**config.mk**
```make
export PLATFORM = sky130hd
export DESIGN_NAME = move_input_flat
export DESIGN_NICKNAME = d
export VERILOG_FILES = /design/src/rtl/move_input_if.sv /design/src/rtl/move_input.sv /design/src/flat_wrapper.sv
export SDC_FILE = /design/constraint.sdc
export NUM_CORES = 1
export LEC_CHECK = 0
export CORE_UTILIZATION = 50
export DETAILED_ROUTE_END_ITERATION = 8
export PLACE_DENSITY = 0.66
export SLEW_MARGIN = 15
export SYNTH_ARGS = -nofsm -noshare
export SYNTH_HDL_FRONTEND = slang
export SYNTH_SLANG_ARGS = --single-unit
```
**constraint.sdc**
```tcl
create_clock -name clk -period 3.8 [get_ports clk]
set_clock_uncertainty 0.05 [all_clocks]
set_input_delay 0.76 -clock clk [delete_from_list [all_inputs] [get_ports clk]]
set_output_delay 0.76 -clock clk [all_outputs]
set_load 0.02 [all_outputs]
```
**src/rtl/move_input_if.sv**
```systemverilog
// Button inputs and move outputs shared between the board front-end and gameController.
// The slave side is the move_input block itself.
interface move_input_if;
  logic       btn_up;
  logic       btn_down;
  logic       btn_left;
  logic       btn_right;
  logic       btn_reset;
  logic [2:0] dir;
  logic       game_rst;
  logic       busy;

  modport master (
    output btn_up, btn_down, btn_left, btn_right, btn_reset,
    input  dir, game_rst, busy
  );

  modport slave (
    input  btn_up, btn_down, btn_left, btn_right, btn_reset,
    output dir, game_rst, busy
  );
endinterface

```
**src/rtl/move_input.sv**
```systemverilog
// 2048 input stage: synchronize and debounce five buttons, turn presses into
// single-cycle move codes gated by a lockout window with a one-deep pending slot.
module move_input #(
  parameter int DEBOUNCE_CYCLES = 250000,
  parameter int LOCKOUT_CYCLES  = 48
) (
  input  logic        clk,
  input  logic        rst,
  move_input_if.slave io
);
  localparam int DW = $clog2(DEBOUNCE_CYCLES);
  localparam int LW = $clog2(LOCKOUT_CYCLES + 1);
  localparam logic [DW-1:0] DEB_LAST  = DW'(DEBOUNCE_CYCLES - 1);
  localparam logic [LW-1:0] LOCK_LOAD = LW'(LOCKOUT_CYCLES);
  localparam logic [2:0]    DIR_IDLE  = 3'd4;

  // Bit order: 0 up, 1 down, 2 left, 3 right, 4 new-game.
  logic [4:0] btn_raw;
  logic [4:0] s1_q, s1_d;
  logic [4:0] s2_q, s2_d;
  logic [4:0] deb_q, deb_d;
  logic [4:0] deb_dly_q, deb_dly_d;
  logic [DW-1:0] deb_cnt_q [5];
  logic [DW-1:0] deb_cnt_d [5];
  logic [LW-1:0] lock_q, lock_d;
  logic [2:0]    pend_q, pend_d;
  logic [2:0]    dir_q, dir_d;
  logic          game_rst_q, game_rst_d;

  logic [4:0] press;
  logic       win_valid;
  logic [1:0] win_code;

  assign btn_raw = {io.btn_reset, io.btn_right, io.btn_left, io.btn_down, io.btn_up};

  always_comb begin
    s1_d      = btn_raw;
    s2_d      = s1_q;
    deb_d     = deb_q;
    deb_dly_d = deb_q;
    for (int i = 0; i < 5; i++) begin
      deb_cnt_d[i] = deb_cnt_q[i];
      if (s2_q[i] == deb_q[i]) begin
        deb_cnt_d[i] = '0;
      end else if (deb_cnt_q[i] == DEB_LAST) begin
        deb_d[i]     = s2_q[i];
        deb_cnt_d[i] = '0;
      end else begin
        deb_cnt_d[i] = deb_cnt_q[i] + 1'b1;
      end
    end
  end

  assign press = deb_q & ~deb_dly_q;

  always_comb begin
    win_valid = 1'b1;
    win_code  = 2'd0;
    if (press[0])      win_code = 2'd0;
    else if (press[1]) win_code = 2'd1;
    else if (press[2]) win_code = 2'd2;
    else if (press[3]) win_code = 2'd3;
    else               win_valid = 1'b0;
  end

  // New-game press wins over everything; a fresh move beats a stale pending one.
  always_comb begin
    dir_d      = DIR_IDLE;
    game_rst_d = 1'b0;
    pend_d     = pend_q;
    lock_d     = (lock_q == '0) ? '0 : lock_q - 1'b1;
    if (press[4]) begin
      game_rst_d = 1'b1;
      lock_d     = '0;
      pend_d     = '0;
    end else if (win_valid) begin
      if (lock_q == '0) begin
        dir_d  = {1'b0, win_code};
        lock_d = LOCK_LOAD;
        pend_d = '0;
      end else begin
        pend_d = {1'b1, win_code};
      end
    end else if ((lock_q == '0) && pend_q[2]) begin
      dir_d  = {1'b0, pend_q[1:0]};
      lock_d = LOCK_LOAD;
      pend_d = '0;
    end
  end

  always_ff @(posedge clk or negedge rst) begin
    if (!rst) begin
      s1_q       <= '0;
      s2_q       <= '0;
      deb_q      <= '0;
      deb_dly_q  <= '0;
      for (int i = 0; i < 5; i++) deb_cnt_q[i] <= '0;
      lock_q     <= '0;
      pend_q     <= '0;
      dir_q      <= DIR_IDLE;
      game_rst_q <= 1'b0;
    end else begin
      s1_q       <= s1_d;
      s2_q       <= s2_d;
      deb_q      <= deb_d;
      deb_dly_q  <= deb_dly_d;
      for (int i = 0; i < 5; i++) deb_cnt_q[i] <= deb_cnt_d[i];
      lock_q     <= lock_d;
      pend_q     <= pend_d;
      dir_q      <= dir_d;
      game_rst_q <= game_rst_d;
    end
  end

  assign io.dir      = dir_q;
  assign io.game_rst = game_rst_q;
  assign io.busy     = (lock_q != '0);
endmodule

```
**src/flat_wrapper.sv**
```systemverilog
// flat-port wrapper written by rule: the top's interface ports become plain ports
module move_input_flat 
#(
  parameter int DEBOUNCE_CYCLES = 250000,
  parameter int LOCKOUT_CYCLES  = 48
)
  (clk, rst, io_btn_up, io_btn_down, io_btn_left, io_btn_right, io_btn_reset, io_dir, io_game_rst, io_busy);
  move_input_if io_i ();
  input  logic clk;
  input  logic rst;
  input wire logic [$bits(io_i.btn_up)-1:0] io_btn_up;
  input wire logic [$bits(io_i.btn_down)-1:0] io_btn_down;
  input wire logic [$bits(io_i.btn_left)-1:0] io_btn_left;
  input wire logic [$bits(io_i.btn_right)-1:0] io_btn_right;
  input wire logic [$bits(io_i.btn_reset)-1:0] io_btn_reset;
  output wire logic [$bits(io_i.dir)-1:0] io_dir;
  output wire logic [$bits(io_i.game_rst)-1:0] io_game_rst;
  output wire logic [$bits(io_i.busy)-1:0] io_busy;
  assign io_i.btn_up = io_btn_up;
  assign io_i.btn_down = io_btn_down;
  assign io_i.btn_left = io_btn_left;
  assign io_i.btn_right = io_btn_right;
  assign io_i.btn_reset = io_btn_reset;
  assign io_dir = io_i.dir;
  assign io_game_rst = io_i.game_rst;
  assign io_busy = io_i.busy;
  move_input #(.DEBOUNCE_CYCLES(DEBOUNCE_CYCLES), .LOCKOUT_CYCLES(LOCKOUT_CYCLES)) u_core (.clk(clk), .rst(rst), .io(io_i));
endmodule
```
---- Yosys cells after proc, flatten, opt, wreduce, memory -nomap -nowiden ----
Index checks and enable logic that the tools add are counted.
operators by class
  magnitude comparators ................... 0
  bitwise logic cells ..................... 7
  equality and inequality tests ........... 10
  multiplexer cells ....................... 32
  divide/modulo/power cells ............... 0
  shift-type cells ........................ 0
  reduce and logical (&&, ||, !) cells .... 9
  multiply operators ...................... 0
  add/subtract/negate cells ............... 6
operators by type and width
  kind                   count
  $mux 18                10
  $add 18x1->18 const B  5
  $eq 18x18->1 const B   5
  $mux 6                 5
  $mux 3                 8
  $reduce_and 2->1       5
  $mux 2                 4
  $logic_not 6->1        1
  $reduce_bool 6->1      1
  $sub 6x1->6 const B    1
  $and 5x5->5            1
  $eq 1x1->1             5
  $mux 1                 5
  $not 1->1              5
  $not 5->5              1
  $reduce_bool 3->1      1
  $logic_and 1x1->1      1
storage, ports and cells
  bits of input ports ..................... 7
  word-level logic and storage cells ...... 81
  bits in latches ......................... 0
  bits in writable memories ............... 0
  register bits after elaboration ......... 123
  ROM bits ................................ 0
  memories kept ........................... 0
  output and inout bits ................... 5

---- Logic depth before layout (Yosys ltp) ----
Gate-level depths: netlist of the first run.
  depth after elaboration ................. 9
  gate-level depth with buffers ........... 6
  mapped depth without buffers ............ 6

---- Worst setup path after synthesis of the first run ----
Ideal clock, no wire load.
  path type ............................... reg-to-reg
  from .................................... register u_core.deb_cnt_q[13] in the netlist's numbering
  to ...................................... register u_core.deb_q[4] (netlist: u_core.deb_dly_d[4])
  cell stages (with the launch flop) ...... 5
  data required time ...................... 3,625 ps
  arrival time ............................ 1,853 ps
  period minus slack after synthesis ...... 2,028 ps
  setup slack ............................. 1,772 ps
  path through ............................ dfrtp_1 -> or4b_1 -> or4_4 -> nor2_1 -> mux2_2
on the way
  longest elaborated chain between the ends .. 2
ends and longest elaborated chain
  what                        RTL line           text
  start, declared             move_input.sv:23   logic [DW-1:0] deb_cnt_q [5];
  $eq 18x18->1                move_input.sv:45   end else if (deb_cnt_q[i] == DEB_LAST) begin
  $reduce_and 2->1 (no line)  --
  end signal, assigned        move_input.sv:95   deb_q <= '0;
  end signal, assigned        move_input.sv:105  deb_q <= deb_d;
  end, declared               move_input.sv:21   logic [4:0] deb_q, deb_d;
Every way passes these cells.
A chain may end at the register's enable or synchronous reset.

---- Worst setup path in the final report of the first run ----
  from .................................... register u_core.lock_q[2]
  to ...................................... output io_busy
on the way
  longest elaborated chain between the ends .. 1
ends and longest elaborated chain
  what                    RTL line            text
  start, declared         move_input.sv:25    logic [LW-1:0] lock_q, lock_d;
  start signal, assigned  move_input.sv:108   lock_q <= lock_d;
  $reduce_bool 6->1       move_input.sv:117   assign io.busy = (lock_q != '0);
  end, declared           flat_wrapper.sv:18  output wire logic [$bits(io_i.busy)-1:0] io_busy;
Every way passes these cells.

==> results of run 1 <==
layout make-up:
cell class                 count  area share
clock inverter                13      0.0221
tap                          140      0.0269
multi-input combinational    392       0.374
clock buffer                  18      0.0674
timing repair buffer          14      0.0219
inverter                      27      0.0155
sequential                   123       0.472
cells in the final DEF, fill, tap and decap left out, types with 3 or more instances in the layout:
cell type / instances
a21oi_1: 15
a31o_2: 3
and3_1: 5
buf_4: 3
clkbuf_16: 17
clkdlybuf4s50_1: 10
clkinvlp_4: 4
dfrtp_1: 122
ha_1: 6
inv_1: 27
inv_6: 3
mux2_2: 5
mux2i_1: 3
nand2_1: 17
nand2b_1: 5
nand3_1: 37
nand3b_1: 3
nand4_1: 20
nor2_1: 101
nor2b_1: 3
nor3_1: 22
nor4_1: 28
nor4b_1: 4
o21ai_0: 5
or2_2: 4
or3_1: 6
or4_1: 5
xnor2_1: 59
xor2_1: 17
registers in the layout, indices dropped and copies added, names as in the netlist:
| name | count |
|---|---|
| u_core.io.game_rst | 1 |
| u_core.deb_cnt_q | 90 |
| u_core.s1_q | 5 |
| u_core.s2_q | 5 |
| u_core.pend_q | 3 |
| u_core.deb_dly_q | 5 |
| u_core.lock_q | 6 |
| u_core.deb_dly_d | 5 |
| u_core.io.dir | 3 |
power by group:
group | switching, mW | internal, mW
Clock | 0.586 | 0.984
Sequential | 0.0158 | 1.33
Combinational | 0.0528 | 0.0250
synth_stat cells (6+ instances only):
| cell type | number | area, um^2 |
|---|---|---|
| nand4_1 | 20 | 125 |
| nor4_1 | 28 | 175 |
| ha_1 | 6 | 75.1 |
| nor3_1 | 22 | 110 |
| xor2_1 | 17 | 149 |
| inv_1 | 27 | 101 |
| a21oi_1 | 15 | 75.1 |
| or3_1 | 6 | 37.5 |
| dfrtp_1 | 122 | 3050 |
| xnor2_1 | 59 | 517 |
| nand3_1 | 37 | 185 |
| nor2_1 | 101 | 379 |
| nand2_1 | 17 | 63.8 |
layer usage:
metal | part of all wire | track usage | vias to the layer above
li1 | - | - | 1972
met1 | 0.48 | 0.256 | 1963
met2 | 0.49 | 0.327 | 41
met3 | 0.024 | 0.0536 | 9
met4 | 0.0086 | 0.0695 | 0
met5 | 0 | 0 | -
final timing paths:
path,slack [ps],startpoint,depth (start not counted),to
worst max-delay path,910,u_core.lock_q[2],3,io_busy
min in group asynchronous,400,rst,1,u_core.deb_cnt_q[31]
worst min-delay path,300,u_core.s1_q[3],0,u_core.s2_q[3]
max in group asynchronous,2520,rst,2,u_core.deb_cnt_q[2]
worst max register to register,1510,u_core.deb_cnt_q[36],5,u_core.deb_cnt_q[38]
worst min register to register,300,u_core.s1_q[3],0,u_core.s2_q[3]
cell families after synthesis:
logic type	count (synthesis)	synth area share
simple gates	266	0.235
flops	123	0.544
xor+xnor	76	0.118
compound gates	36	0.0493
buf+inv	35	0.0250
mux	8	0.0153
fa+ha+maj	6	0.0133
==> results.json, run 1 <==
{
  "chipWidth_um": 108,
  "antenna_left": 0,
  "grt_pass1_vias": 4099,
  "path_max_fanout": 8,
  "dp_hpwl_um": 6740,
  "place.gp.congestion": 0.793,
  "multi_input_area_um2": 2440,
  "drc": 0,
  "place_inst": 696,
  "dp_slack_ps": 1340,
  "setup-tns-final_ps": 0,
  "synth.distinct_cells": 44,
  "path_cells": "nor3_1 > nand3_1 > clkdlybuf4s50_1",
  "whs_ps": 298,
  "drv_slew": 0,
  "timing.fmax_mhz": 346,
  "rsz0062_at_grt": "false",
  "start_util": 0.518,
  "die_y_um": 108,
  "postCtsHoldBufs": 0,
  "hold_viol": 0,
  "synth_nets": 563,
  "endpoint_kind": "output port",
  "grt_util_all_layers": 0.200,
  "antenna_found_initial": 0,
  "finalNonFillerCells": 727,
  "cts_max_path_buffers": 2,
  "drv_cap": 0,
  "finalCriticalPeriod_ps": 2890,
  "critPathKind": "flop to output port",
  "viasPerCell": 5.48,
  "syn2layout_area_growth_pct": 15.2,
  "worstPathRequired_ps": 2990,
  "wire_per_inst_um": 13.8,
  "grt_first_pass_wirelength_um": 18300,
  "worstMarginPinSlew_ps": 922,
  "setup_viol": 0,
  "status": "completed",
  "wl_um": 10000,
  "cts_root_buf": "clkbuf_16",
  "clk_pin_slew_ps": 60,
  "synthCells": 550,
  "cts.sinks": 123,
  "p_leak_nw": 2.62,
  "drive_gt1_frac": 0.0954,
  "relSlewSlack": 0.383,
  "h-tree-depth": 4,
  "vdd_drop_max_mv": 0.403,
  "drt_first_iter_violations": 233,
  "synth_area_per_cell_um2": 10.3,
  "start_kind": "flop",
  "cp_top_family": "buffers and inverters",
  "coreArea_um2": 10900,
  "synth_edf_count": 0,
  "cts-buffers-inserted": 17,
  "finish.instance_area_um2": 6520,
  "portBuffers": 11,
  "synth_seq_cells": 123,
  "num_vias": 3985,
  "worst-path-buf-inv": 1,
  "n_antenna_cell": 0,
  "synth-main-ff-cell": "dfrtp_1",
  "grt_max_degree": 69,
  "dpl_cell_area_um2": 5940,
  "cp_data_arrival_time_ps": 2080,
  "cpPeakStageDelay_ps": 650,
  "power_mw": 2.99,
  "first_pass_iters": 4,
  "yosysSeqAreaShare": 0.544,
  "fp-row-count": 38,
  "cts_tree": "built",
  "ctsResizeCount": 0,
  "finish.utilization": 0.596,
  "register_area_um2": 3080,
  "io_pins": 12,
  "hold_path.class": "flop to flop",
  "crit_slowest_cell": "clkdlybuf4s50_1",
  "postCtsSetupBuffers": 0,
  "clkLatencyLatePin_ps": 400,
  "synthArstFlopShare": 1.00,
  "fillCellCount": 930,
  "finalNetCount": 588,
  "finalWorstSetupSlack_ps": 911,
  "period_share": 0.760,
  "powerDensity_nw_per_um2": 459,
  "die-area_um2": 11700,
  "synthesis.area_um2": 5660,
  "grt_remaining_overflow": 0,
  "yosysWarnings": 0
}
Note: power is estimated with default switching activity, not from simulation.
==> run 2: changes to the inputs <==
PLACE_DENSITY = 0.69   (was 0.66)
clock period = 2.5 ns   (was 3.8 ns; I/O delays follow)
==> run 2 against run 1 <==
  * Utilization increased by 0.64 points
  * Critical path depth increased by 1
  * Sequential share of layout area decreased by 0.50 points
  * Global-route usage increased by 0.23 points
  * Power increased by 51%
  * Cell count increased by 1.1%
  * Die area unchanged
  * Non-clock buffer count increased by 8
  * First-iteration DRC count increased by 7.7%
  * Sequential cell count unchanged
  * Sequential power increased by 53%
  * Critical endpoint is now u_core.deb_cnt_q[2]
==> results.json, run 2 (synthesis results as in run 1) <==
{
  "status": "completed",
  "regToRegSetupSlack_ps": 300,
  "final_cell_mix": "dfrtp_1 (122), nor2_1 (101), xnor2_1 (59), nand3_1 (37), nor4_1 (28)",
  "clk_pin_slew_ps": 50,
  "relSlewSlack": 0.536,
  "antenna_left": 0,
  "drive_gt1_frac": 0.106,
  "die_y_um": 108,
  "cts_root_buf": "clkbuf_16",
  "portBuffers": 11,
  "final_common_cell": "dfrtp_1",
  "worstMarginPinSlew_ps": 689,
  "cp_data_arrival_time_ps": 2430,
  "fillCellCount": 888,
  "largest_register_ffs": 90,
  "cts_tree": "built",
  "max_flop_register": "u_core.deb_cnt_q",
  "cts-buffers-inserted": 17,
  "wire_per_inst_um": 13.9,
  "fp-row-count": 38,
  "rsz0062_at_grt": "false",
  "p_leak_nw": 2.69,
  "setup_viol": 0,
  "place.gp.congestion": 0.833,
  "syn2layout_area_growth_pct": 16.4,
  "grt_first_pass_wirelength_um": 18200,
  "finalCriticalPeriod_ps": 2200,
  "first_pass_iters": 4,
  "h-tree-depth": 4,
  "drt_first_iter_violations": 251,
  "register_area_um2": 3080,
  "grt_pass1_vias": 3953,
  "postCtsSetupBuffers": 0,
  "drv_cap": 0,
  "start_util": 0.518,
  "io_pins": 12,
  "finish.utilization": 0.603,
  "wl_um": 10200,
  "viasPerCell": 5.47,
  "grt_remaining_overflow": 0,
  "drv_slew": 0,
  "powerDensity_nw_per_um2": 687,
  "die-area_um2": 11700,
  "drc": 0,
  "chipWidth_um": 108,
  "period_share": 0.881,
  "grt_max_degree": 51,
  "coreArea_um2": 10900,
  "cts_max_path_buffers": 2,
  "hold_viol": 0,
  "clkLatencyLatePin_ps": 410,
  "postCtsHoldBufs": 0,
  "timing.fmax_mhz": 454,
  "worstPathRequired_ps": 2720,
  "num_vias": 4023,
  "start_kind": "flop",
  "reg_top3": "u_core.deb_cnt_q x90, u_core.lock_q x6",
  "multi_input_area_um2": 2440,
  "ctsResizeCount": 0,
  "antenna_found_initial": 0,
  "dp_hpwl_um": 6880,
  "power_mw": 4.53,
  "finalNetCount": 596,
  "path_max_fanout": 18,
  "grt_util_all_layers": 0.202,
  "cts.sinks": 123,
  "n_antenna_cell": 0,
  "critPathKind": "flop to flop",
  "vdd_drop_max_mv": 0.795,
  "setup-tns-final_ps": 0,
  "endpoint_kind": "flop",
  "hold_path.class": "input pin to async pin"
}
[run 2: cell types whose count changed in the layout (fill, tap and decap cells not counted), sizes merged]
| cell | change |
|---|---|
| buf | +8 |
| clkbuf | +2 |
| clkdlybuf4s50 | -1 |
| clkinv | +3 |
| clkinvlp | -2 |
| dlymetal6s2s | +1 |
| inv | -3 |
[run 2: final timing paths]
kind | start | end | cells after the start
setup reg to reg | u_core.deb_cnt_q[13] | u_core.deb_cnt_q[2] | 4
hold reg to reg | u_core.s1_q[4] | u_core.s2_q[4] | 0
hold / removal | rst | u_core.deb_cnt_q[25] | 1
setup / recovery | u_core.deb_cnt_q[13] | u_core.deb_cnt_q[2] | 4
max in group asynchronous | rst | u_core.deb_cnt_q[44] | 2
min in group clk | u_core.s1_q[4] | u_core.s2_q[4] | 0
[run 2: stage by stage]
| step | cells | cell area, um^2 | setup slack, ps | hold slack, ps |
|---|---|---|---|---|
| 6_report | 735 | 6590 | 297 | 51.7 |
| 5_1_grt | 735 | 6590 | 195 | 104 |
| 4_1_cts | 735 | 6590 | 42.7 | 72.4 |
| 3_5_place_dp | 704 | 6010 | 306 | 288 |
| 3_3_place_gp | 704 | 6010 | 368 | 285 |
| 2_1_floorplan | 550 | 5660 | 472 | 154 |
[run 2: critical path, cell delays in order, from the launching register on]
cell and delay (ps):
dfrtp_1 440, or4b_1 540, or4_4 510, o21ai_4 410
nor2_1 120
[run 2: per-layer routing]
layer,global-route usage,share of wire,wire [um]
met5,0,0,0
met4,0.0724,0.014,144
met3,0.0657,0.030,308
met2,0.330,0.49,5020
met1,0.251,0.46,4720
[run 2: cell type report]
class | count | area share
Sequential cell | 123 | 0.467
Multi-Input combinational cell | 392 | 0.370
Clock buffer | 20 | 0.0693
Timing Repair Buffer | 22 | 0.0330
Tap cell | 140 | 0.0266
Clock inverter | 11 | 0.0184
Inverter | 27 | 0.0154
[run 2: where the power goes]
part / switching [mW] / internal [mW] / leakage (nW)
Combinational: 0.0821 / 0.0471 / 0.731
Clock: 0.843 / 1.51 / 0.282
Sequential: 0.0251 / 2.02 / 1.68
Total: 0.950 / 3.58 / 2.69
==> run 3: changes to the inputs <==
CTS_CLUSTER_DIAMETER = 120   (was not set)
clock period = 1.9 ns   (was 2.5 ns; I/O delays follow)
==> run 3 against run 2 <==
  * The run now ends with setup timing left
  * Die area stayed put
  * Sequential power rose by 31%
  * Combinational power rose by 50%
  * Worst setup slack worse by 350 ps
  * First-iteration DRC count shrank 24%
  * Largest power group unchanged
==> results.json, run 3 (synthesis results as in run 1) <==
{
  "status": "complete, but fails checks",
  "violations": "setup timing",
  "syn2layout_area_growth_pct": 24.2,
  "n_antenna_cell": 0,
  "min_to": "u_core.s2_q[1]",
  "powerDensity_nw_per_um2": 839,
  "min_from": "u_core.s1_q[1]",
  "clkLatencyLatePin_ps": 420,
  "p_sw_mw": 1.33,
  "endpoint_kind": "flop",
  "cp_top_family": "simple AND/OR/NAND/NOR gates",
  "cts_tree": "built",
  "dp_hpwl_um": 7290,
  "critPathLaunch": "u_core.deb_cnt_q[5]",
  "swShare": 0.226,
  "finish.utilization": 0.643,
  "vdd_drop_max_mv": 0.681,
  "antenna_left": 0,
  "die_y_um": 108,
  "antenna_found_initial": 0,
  "start_kind": "flop",
  "p_leak_nw": 2.91,
  "setup-tns-final_ps": -222,
  "period_share": 1.03,
  "wl_um": 10700,
  "regToRegSetupSlack_ps": -60,
  "cts.sinks": 123,
  "reg_top3": "u_core.deb_cnt_q x90, u_core.lock_q x6",
  "power_frac_comb": 0.033,
  "rsz0062_at_grt": "true",
  "grt_util_all_layers": 0.207,
  "drv_slew": 0,
  "fp-row-count": 38,
  "timing.fmax_mhz": 511,
  "portBuffers": 11,
  "wire_per_inst_um": 13.7,
  "reg2reg_from": "u_core.deb_cnt_q[5]",
  "r2r_cells": 4,
  "relSlewSlack": 0.653,
  "max_flop_register": "u_core.deb_cnt_q",
  "p_int_mw": 4.56,
  "drv_cap": 0,
  "hold_path.class": "flop to flop",
  "die-area_um2": 11700,
  "finalCriticalPeriod_ps": 1960,
  "grt_max_degree": 59,
  "cts_root_buf": "clkbuf_16",
  "chipWidth_um": 108,
  "io_pins": 12,
  "seq_power_share": 0.456,
  "coreArea_um2": 10900,
  "worst-path-buf-inv": 0,
  "path_max_fanout": 2,
  "hold_viol": 0,
  "clkPwrFrac": 0.511,
  "final_cell_mix": "dfrtp_1 (122), nor2_1 (99), xnor2_1 (59), buf_4 (47), nand3_1 (36)",
  "crit_slowest_cell": "or4b_1",
  "start_util": 0.518,
  "grt_pass1_vias": 4057,
  "worstMarginPinSlew_ps": 515,
  "h-tree-depth": 4,
  "largest_register_ffs": 90,
  "drive_gt1_frac": 0.192,
  "num_vias": 4110,
  "finalWorstSetupSlack_ps": -56.5,
  "setup_viol": 18,
  "r2r_end": "u_core.deb_dly_d[4]",
  "clk_pin_slew_ps": 60,
  "cts_max_path_buffers": 2,
  "viasPerCell": 5.29,
  "register_area_um2": 3080,
  "grt_remaining_overflow": 0,
  "final_common_cell": "dfrtp_1",
  "critPathKind": "flop to flop",
  "whs_path_depth": 0,
  "cts-buffers-inserted": 17,
  "multi_input_area_um2": 2560,
  "cpPeakStageDelay_ps": 520,
  "fillCellCount": 873,
  "first_pass_iters": 4,
  "worstPathRequired_ps": 2150,
  "cp_data_arrival_time_ps": 2210,
  "grt_first_pass_wirelength_um": 18700,
  "drc": 0,
  "path_cells": "or4b_1 > or4_4 > nor2_4 > mux2_4",
  "finalNetCount": 637,
  "place.gp.congestion": 0.810,
  "drt_first_iter_violations": 191
}
-- run 3: cell types whose count changed in the layout (fill, tap and decap cells not counted), moves of 3 or more --
cell        before  now
ha_1             6    3
nor4_1          28   22
buf_4           10   47
clkinvlp_4       2    5
nor4_2           0    5
ha_2             0    3
-- run 3: area by class of cell --
class / count / share of cell area
repair buffers: 63 / 0.0779
flip-flops and latches: 123 / 0.438
clock buffers: 18 / 0.0625
well taps: 140 / 0.0249
multi-input cells: 392 / 0.365
inverters: 27 / 0.0144
clock inverters: 14 / 0.0174
-- run 3: worst max-delay path by stage --
| stage | end | cells past startpoint |
|---|---|---|
| 2_1_floorplan | u_core.deb_dly_d[4] | 4 |
| 3_3_place_gp | u_core.deb_dly_d[4] | 4 |
| 3_5_place_dp | u_core.deb_dly_d[4] | 4 |
| 4_1_cts | u_core.deb_dly_d[4] | 4 |
| 5_1_grt | u_core.deb_dly_d[4] | 4 |
| 6_report | u_core.deb_dly_d[4] | 4 |
-- run 3: what timing repair did --
action / 4_1_cts / 5_1_grt
resized for setup: 8 / 14
hold buffers: 1 / 0
endpoints found under the setup margin: 20 / 66
endpoints found under the hold margin: 19 / 0
buffers inserted: 0 / 1
-- run 3: routing by layer --
metal | share of wire | global-route usage | up-vias
li1 | - | - | 2065
met1 | 0.47 | 0.266 | 1982
met2 | 0.48 | 0.323 | 47
met3 | 0.032 | 0.0741 | 16
met4 | 0.014 | 0.0763 | 0
met5 | 0 | 0 | -
-- run 3: through the flow --
stage	instance area [um^2]	hold slack (ps)	power [mW]	cells	worst slack, ps
final	7030	295	5.90	777	-56.5
after floorplan	5700	34.4	2.81	550	-38.1
after CTS	6950	297	5.97	776	-68.2
after global placement	6370	242	2.92	743	-19.5
after global routing	7030	304	6.12	777	-109
after detailed placement	6370	245	2.93	743	-70.3
-- run 3: power groups by stage --
stage                     registers [mW]  logic, mW  clock network, mW
after global placement              2.73      0.185                  0
after global routing                2.69      0.223               3.20
after CTS                           2.69      0.196               3.08
after floorplan                     2.73     0.0817                  0
after detailed placement            2.74      0.192                  0
final                               2.69      0.194               3.01
